**src/rtl/cpu_probe_uart_tx_if.sv**
```systemverilog
// Probe bus between the CPU datapath and the UART readout block.
// The CPU side drives the trigger and probe nets; the readout side drives the serial pin and status.
interface cpu_probe_uart_tx_if;
    logic        trigger;
    logic [5:0]  uMA;
    logic [7:0]  OPCODE_U0;
    logic [7:0]  cycle;
    logic [7:0]  OPCODE;
    logic [15:0] C;
    logic [10:0] fn;
    logic [15:0] ACC_NUM;
    logic [15:0] ALU_result;
    logic [15:0] ALU_X;
    logic [15:0] buffer_out;
    logic [7:0]  pc;
    logic [7:0]  address_out;
    logic [15:0] memory_data;
    logic [15:0] MR_ACC;
    logic [15:0] MR_NUM;
    logic        tx;
    logic        busy;
    logic        frame_done;

    modport master (
        output trigger, uMA, OPCODE_U0, cycle, OPCODE, C, fn, ACC_NUM, ALU_result,
               ALU_X, buffer_out, pc, address_out, memory_data, MR_ACC, MR_NUM,
        input  tx, busy, frame_done
    );

    modport slave (
        input  trigger, uMA, OPCODE_U0, cycle, OPCODE, C, fn, ACC_NUM, ALU_result,
               ALU_X, buffer_out, pc, address_out, memory_data, MR_ACC, MR_NUM,
        output tx, busy, frame_done
    );
endinterface

```
**src/rtl/cpu_probe_uart_tx.sv**
```systemverilog
// Snapshots the CPU probe bus on a trigger and streams it as a 25-byte 8N1 UART frame.
// The header and all probe fields go into one 200-bit register, sent MSB byte first.
module cpu_probe_uart_tx #(
    parameter int          CLKS_PER_BIT = 868,
    parameter logic [7:0]  HEADER       = 8'hA5
) (
    input  logic               clk,
    input  logic               rst,
    cpu_probe_uart_tx_if.slave bus
);
    localparam int                BAUD_W    = $clog2(CLKS_PER_BIT);
    localparam logic [BAUD_W-1:0] BAUD_LAST = BAUD_W'(CLKS_PER_BIT - 1);
    localparam logic [4:0]        LAST_BYTE = 5'd24;

    typedef enum logic [1:0] {IDLE, START, DATA, STOP} state_t;

    state_t              state_reg, state_next;
    logic [BAUD_W-1:0]   baud_reg;
    logic [2:0]          bit_reg;
    logic [4:0]          byte_reg;
    logic                done_reg;
    logic [199:0]        shift_reg;
    logic [199:0]        probe_word;
    logic [7:0]          cur_byte;
    logic                baud_last;
    logic                last_byte;

    assign probe_word = {HEADER, 2'b00, bus.uMA, bus.OPCODE_U0, bus.cycle, bus.OPCODE,
                         bus.C, 5'b00000, bus.fn, bus.ACC_NUM, bus.ALU_result, bus.ALU_X,
                         bus.buffer_out, bus.pc, bus.address_out, bus.memory_data,
                         bus.MR_ACC, bus.MR_NUM};

    assign baud_last = (baud_reg == BAUD_LAST);
    assign last_byte = (byte_reg == LAST_BYTE);
    assign cur_byte  = shift_reg[199:192];

    always_ff @(posedge clk) begin
        if (!rst) begin
            state_reg <= IDLE;
            baud_reg  <= '0;
            bit_reg   <= '0;
            byte_reg  <= '0;
            done_reg  <= 1'b0;
        end else begin
            state_reg <= state_next;
            done_reg  <= (state_reg == STOP) && baud_last && last_byte;
            if (state_reg == IDLE) begin
                baud_reg <= '0;
                bit_reg  <= '0;
                byte_reg <= '0;
            end else begin
                baud_reg <= baud_last ? '0 : baud_reg + 1'b1;
                if (state_reg == DATA && baud_last)
                    bit_reg <= bit_reg + 3'd1;
                if (state_reg == STOP && baud_last && !last_byte)
                    byte_reg <= byte_reg + 5'd1;
            end
        end
    end

    // Snapshot needs no reset: it is always reloaded before a frame starts.
    always_ff @(posedge clk) begin
        if (state_reg == IDLE && bus.trigger)
            shift_reg <= probe_word;
        else if (state_reg == STOP && baud_last)
            shift_reg <= {shift_reg[191:0], 8'h00};
    end

    always_comb begin
        state_next = state_reg;
        case (state_reg)
            IDLE:  if (bus.trigger) state_next = START;
            START: if (baud_last) state_next = DATA;
            DATA:  if (baud_last && bit_reg == 3'd7) state_next = STOP;
            STOP:  if (baud_last) state_next = last_byte ? IDLE : START;
            default: state_next = IDLE;
        endcase
    end

    always_comb begin
        bus.tx         = 1'b1;
        bus.busy       = (state_reg != IDLE);
        bus.frame_done = done_reg;
        case (state_reg)
            START:   bus.tx = 1'b0;
            DATA:    bus.tx = cur_byte[bit_reg];
            default: bus.tx = 1'b1;
        endcase
    end
endmodule
```
**src/flat_wrapper.sv**
```systemverilog
// flat-port wrapper written by rule: the top's interface ports become plain ports
module cpu_probe_uart_tx_flat 
#(
    parameter int          CLKS_PER_BIT = 868,
    parameter logic [7:0]  HEADER       = 8'hA5
)
  (clk, rst, bus_trigger, bus_uMA, bus_OPCODE_U0, bus_cycle, bus_OPCODE, bus_C, bus_fn, bus_ACC_NUM, bus_ALU_result, bus_ALU_X, bus_buffer_out, bus_pc, bus_address_out, bus_memory_data, bus_MR_ACC, bus_MR_NUM, bus_tx, bus_busy, bus_frame_done);
  cpu_probe_uart_tx_if bus_i ();
  input  logic clk;
  input  logic rst;
  input wire logic [$bits(bus_i.trigger)-1:0] bus_trigger;
  input wire logic [$bits(bus_i.uMA)-1:0] bus_uMA;
  input wire logic [$bits(bus_i.OPCODE_U0)-1:0] bus_OPCODE_U0;
  input wire logic [$bits(bus_i.cycle)-1:0] bus_cycle;
  input wire logic [$bits(bus_i.OPCODE)-1:0] bus_OPCODE;
  input wire logic [$bits(bus_i.C)-1:0] bus_C;
  input wire logic [$bits(bus_i.fn)-1:0] bus_fn;
  input wire logic [$bits(bus_i.ACC_NUM)-1:0] bus_ACC_NUM;
  input wire logic [$bits(bus_i.ALU_result)-1:0] bus_ALU_result;
  input wire logic [$bits(bus_i.ALU_X)-1:0] bus_ALU_X;
  input wire logic [$bits(bus_i.buffer_out)-1:0] bus_buffer_out;
  input wire logic [$bits(bus_i.pc)-1:0] bus_pc;
  input wire logic [$bits(bus_i.address_out)-1:0] bus_address_out;
  input wire logic [$bits(bus_i.memory_data)-1:0] bus_memory_data;
  input wire logic [$bits(bus_i.MR_ACC)-1:0] bus_MR_ACC;
  input wire logic [$bits(bus_i.MR_NUM)-1:0] bus_MR_NUM;
  output wire logic [$bits(bus_i.tx)-1:0] bus_tx;
  output wire logic [$bits(bus_i.busy)-1:0] bus_busy;
  output wire logic [$bits(bus_i.frame_done)-1:0] bus_frame_done;
  assign bus_i.trigger = bus_trigger;
  assign bus_i.uMA = bus_uMA;
  assign bus_i.OPCODE_U0 = bus_OPCODE_U0;
  assign bus_i.cycle = bus_cycle;
  assign bus_i.OPCODE = bus_OPCODE;
  assign bus_i.C = bus_C;
  assign bus_i.fn = bus_fn;
  assign bus_i.ACC_NUM = bus_ACC_NUM;
  assign bus_i.ALU_result = bus_ALU_result;
  assign bus_i.ALU_X = bus_ALU_X;
  assign bus_i.buffer_out = bus_buffer_out;
  assign bus_i.pc = bus_pc;
  assign bus_i.address_out = bus_address_out;
  assign bus_i.memory_data = bus_memory_data;
  assign bus_i.MR_ACC = bus_MR_ACC;
  assign bus_i.MR_NUM = bus_MR_NUM;
  assign bus_tx = bus_i.tx;
  assign bus_busy = bus_i.busy;
  assign bus_frame_done = bus_i.frame_done;
  cpu_probe_uart_tx #(.CLKS_PER_BIT(CLKS_PER_BIT), .HEADER(HEADER)) u_core (.clk(clk), .rst(rst), .bus(bus_i));
endmodule
```
**config.mk**
```make
export PLATFORM = sky130hd
export DESIGN_NAME = cpu_probe_uart_tx_flat
export DESIGN_NICKNAME = d
export VERILOG_FILES = /design/src/rtl/cpu_probe_uart_tx_if.sv /design/src/rtl/cpu_probe_uart_tx.sv /design/src/flat_wrapper.sv
export SDC_FILE = /design/constraint.sdc
export NUM_CORES = 1
export LEC_CHECK = 0
export CAP_MARGIN = 25
export CORE_ASPECT_RATIO = 0.6
export CORE_MARGIN = 4
export CORE_UTILIZATION = 45
export DETAILED_ROUTE_END_ITERATION = 8
export MAX_ROUTING_LAYER = met4
export PLACE_DENSITY_LB_ADDON = 0.25
export SETUP_SLACK_MARGIN = 0.3
export SYNTH_ARGS = -nofsm -noshare
export SYNTH_HDL_FRONTEND = slang
export SYNTH_SLANG_ARGS = --single-unit
```
**constraint.sdc**
```tcl
create_clock -name clk -period 15.74 [get_ports clk]
set_input_delay 3.148 -clock clk [delete_from_list [all_inputs] [get_ports clk]]
set_output_delay 3.148 -clock clk [all_outputs]
set_load 0.005 [all_outputs]
```
==> flow_results.xml <==
<?xml version="1.0" encoding="UTF-8"?>
<metrics>
  <group name="clock_network">
    <metric name="postCtsResizedCells" unit="">0</metric>
    <metric name="worst_skew_pair.late_latency" unit="ns">0.49</metric>
    <metric name="h-tree-depth" unit="">1</metric>
    <metric name="cts_buffers" unit="">21</metric>
    <metric name="cts_sinks" unit="">221</metric>
    <metric name="cts_setup_buffers" unit="">0</metric>
    <metric name="cts-root-buf" unit="">clkbuf_16</metric>
    <metric name="cts_tree" unit="">yes</metric>
    <metric name="clk_path_buf_depth" unit="">3</metric>
    <metric name="worst_setup_hold_path_clk_slew" unit="ns">0.06</metric>
    <metric name="cts_hold_buf" unit="">0</metric>
  </group>
  <group name="setup_path">
    <metric name="timing.critical_path.slowest_stage_cell" unit="">buf_4</metric>
    <metric name="arrival" unit="ns">5.86</metric>
    <metric name="critical_path.cell_chain" unit="">clkdlybuf4s50_1 -&gt; nand2_4 -&gt; nand2_4 -&gt; buf_4</metric>
    <metric name="timing.critical_path.required" unit="ns">15.84</metric>
    <metric name="crit_path_frequent_cell" unit="">nand2_4</metric>
    <metric name="cp-start-kind" unit="">input port</metric>
    <metric name="worst-r2r-cell-count" unit="">5</metric>
    <metric name="cp-end-kind" unit="">flop</metric>
    <metric name="critical_path_peak_fanout" unit="">77</metric>
    <metric name="critPathKind" unit="">input port to flop</metric>
    <metric name="critPathMaxStageDelay" unit="ns">0.79</metric>
  </group>
  <group name="global_routing">
    <metric name="grt_antenna_before_repair" unit="">1</metric>
    <metric name="track_usage" unit="%">19.4</metric>
    <metric name="grt_start_max_net_pins" unit="">112</metric>
    <metric name="grt_pass1_vias" unit="">7035</metric>
    <metric name="global_route.overflow_total" unit="">0</metric>
    <metric name="first_pass_grt_wire_length" unit="mm">36.7</metric>
  </group>
  <group name="yosys">
    <metric name="synth_top_cell_area_share" unit="%">57.1</metric>
    <metric name="yosysWarningCount" unit="">0</metric>
    <metric name="synth.cell_area" unit="µm²">9730</metric>
    <metric name="yosys_top_cell_by_area" unit="">edfxtp_1</metric>
    <metric name="synth_fp_nets" unit="">1171</metric>
    <metric name="number_of_flops_mapped_to_enable_cells_by_yosys" unit="">185</metric>
    <metric name="async_flop_share" unit="%">0</metric>
    <metric name="leading_register_cell_type_out_of_synthesis" unit="">edfxtp_1</metric>
    <metric name="synth_cells" unit="">973</metric>
    <metric name="synth_seq_area_share" unit="%">64.5</metric>
    <metric name="netlist_top_cells_area" unit="">edfxtp_1 57%, nand2_1 15%, o21ai_0 9.5%</metric>
    <metric name="synthDistinctLibCells" unit="">36</metric>
    <metric name="synth.avg_cell_area" unit="µm²">10.0</metric>
    <metric name="total_of_flip_flops_plus_latches_after_synthesis" unit="">221</metric>
  </group>
  <group name="layout">
    <metric name="post_route_cells_drive_above_1_share" unit="%">4.11</metric>
    <metric name="most-common-layout-cells" unit="">380 x nand2_1, 190 x clkdlybuf4s50_1, 185 x o21ai_0, 185 x edfxtp_1, 36 x dfxtp_1</metric>
    <metric name="layout.nets" unit="">1329</metric>
    <metric name="fin_area" unit="µm²">12500</metric>
    <metric name="flow.area_growth_from_synthesis" unit="%">28.2</metric>
    <metric name="mostFrequentLayoutCell" unit="">nand2_1</metric>
    <metric name="largest_register_ffs" unit="">200</metric>
  </group>
  <group name="floorplan">
    <metric name="boundaryPins" unit="">191</metric>
    <metric name="floorplan.core_area" unit="µm²">21100</metric>
    <metric name="floorplan.die_area" unit="µm²">24100</metric>
    <metric name="row_count" unit="">41</metric>
    <metric name="floorplan.initialDensity" unit="%">46.0</metric>
    <metric name="die_width" unit="µm">198</metric>
    <metric name="die_h" unit="µm">122</metric>
  </group>
  <group name="sta">
    <metric name="rsz0062_at_grt" unit="">no</metric>
    <metric name="timing.final.max_slew_violations" unit="">0</metric>
    <metric name="final.setup_skew" unit="ns">0.0116</metric>
    <metric name="layout_min_cycle_time" unit="ns">5.76</metric>
    <metric name="maximum_achievable_frequency" unit="MHz">174</metric>
    <metric name="timing_worst_slew_pin_value" unit="ns">0.924</metric>
    <metric name="hold_viol" unit="">0</metric>
    <metric name="setup_violations" unit="">0</metric>
    <metric name="fin_worst_hold_slack" unit="ns">0.457</metric>
    <metric name="period_share" unit="%">36.6</metric>
    <metric name="worst_slack" unit="ns">9.98</metric>
    <metric name="slew_headroom" unit="%">38.4</metric>
    <metric name="final.setup.tns" unit="ns">0</metric>
  </group>
  <group name="routing">
    <metric name="met1_length" unit="mm">11.4</metric>
    <metric name="top_layer" unit="">met4</metric>
    <metric name="postRouteWirelength" unit="mm">23.5</metric>
    <metric name="drt-initial-drc-count" unit="">707</metric>
    <metric name="routed-wl-met3" unit="mm">1.63</metric>
    <metric name="ant_nets" unit="">0</metric>
    <metric name="viasPerCell" unit="">5.11</metric>
    <metric name="vias" unit="">7271</metric>
    <metric name="detail_route.first_pass.iterations" unit="">5</metric>
    <metric name="wl_met2" unit="mm">10.0</metric>
    <metric name="post_drt_wl_per_cell" unit="µm">16.5</metric>
    <metric name="number_of_drc_violations_after_detailed_routing" unit="">0</metric>
  </group>
  <group name="placed_design">
    <metric name="gp_congestion" unit="">0.821</metric>
    <metric name="placement.io_buffers" unit="">190</metric>
    <metric name="placement.setup.worst_slack" unit="ns">9.38</metric>
    <metric name="detailedPlacementHpwl" unit="mm">14.9</metric>
    <metric name="dpl-instance-area" unit="µm²">11800</metric>
  </group>
  <group name="hold_path">
    <metric name="hold_depth" unit="">2</metric>
    <metric name="hold_class" unit="">flop to flop</metric>
  </group>
  <group name="job">
    <metric name="drv.max_cap_violation_count" unit="">0</metric>
  </group>
  <group name="power_and_ir_drop">
    <metric name="intPower" unit="mW">1.25</metric>
    <metric name="switching_share" unit="%">30.6</metric>
    <metric name="worst_ir_drop_vdd" unit="mV">0.0784</metric>
    <metric name="total_leakage_power" unit="nW">4.56</metric>
    <metric name="powerDensity" unit="nW/µm²">144</metric>
    <metric name="combPwrFrac" unit="%">24.6</metric>
    <metric name="power.switching" unit="µW">551</metric>
    <metric name="pwr-share-seq" unit="%">49.9</metric>
    <metric name="clock_power_share" unit="%">25.5</metric>
  </group>
  <group name="status">
    <metric name="status" unit="">complete, no violations</metric>
  </group>
</metrics>
final cells by class:
class                      instances  area, µm²
fill                            1858       8670
antenna                            1       2.50
inverter                          10       37.5
multi-input combinational        677       3180
tap                              279        349
sequential                       221       6280
clock buffer                      26        554
timing repair buffer             200       2030
clock inverter                     9       42.5
synth_stat cells (3+ instances only):
cell and number:
a21oi_1 11, mux2i_1 5, o21ai_0 185, xnor2_1 5, nor2_1 16, nor3_1 5
dfxtp_1 36, o31ai_1 3, nand4_1 4, nand3_1 15, nand2_1 382, buf_6 3
xor2_1 4, or4_1 3, and3_1 9, clkbuf_1 60, inv_1 10, edfxtp_1 185
ha_1 10
path summary, 6_finish.rpt:
| kind | start | end | slack (ns) |
|---|---|---|---|
| worst max-delay path | bus_trigger | u_core.shift_reg[13] | 9.98 |
| worst min-delay path | u_core.shift_reg[190] | u_core.shift_reg[190] | 0.46 |
| worst max register to register | u_core.state_reg[0] | u_core.shift_reg[13] | 12.50 |
| worst min register to register | u_core.shift_reg[190] | u_core.shift_reg[190] | 0.46 |
critical path: cells and delay by family:
kind                   cells  cell delay, ns
buffers and inverters      2            1.55
and+or+nand+nor            2            1.08
stage by stage:
stage | utilization (%) | std cells | total power, mW
detailed placement | 55.8 | 1384 | 1.34
floorplan | - | 973 | 1.21
CTS | 58.6 | 1419 | 1.80
finish | 59.0 | 1423 | 1.80
global route | 59.0 | 1423 | 1.92
global placement | 55.8 | 1384 | 1.33
power by group through the flow:
stage,registers (mW),clock network (mW),logic [mW]
after floorplan,0.923,0,0.287
after global placement,0.909,0,0.425
after detailed placement,0.911,0,0.433
after CTS,0.901,0.466,0.434
after global routing,0.913,0.495,0.509
final,0.899,0.458,0.443
per-layer routing:
metal / vias to the layer above / global-route usage, %
met2: 219 / 27.0
met5: - / -
met1: 3360 / 29.7
li1: 3660 / -
met4: 0 / 3.96
met3: 32 / 3.54
logic make-up (layout without fill, tap and decap cells):
family | count (synthesis) | after routing | synth area share, %
buffers and inverters | 75 | 245 | 3.15
DFF | 221 | 221 | 64.5
adders and majority gates | 10 | 10 | 1.29
muxes | 7 | 7 | 0.977
and+or+nand+nor | 449 | 449 | 18.7
xor gates and xnor gates | 9 | 9 | 0.810
AOI/OAI and AO/OA | 202 | 202 | 10.6
other | 0 | 1 | 0
(Power assumes the default switching activity.)
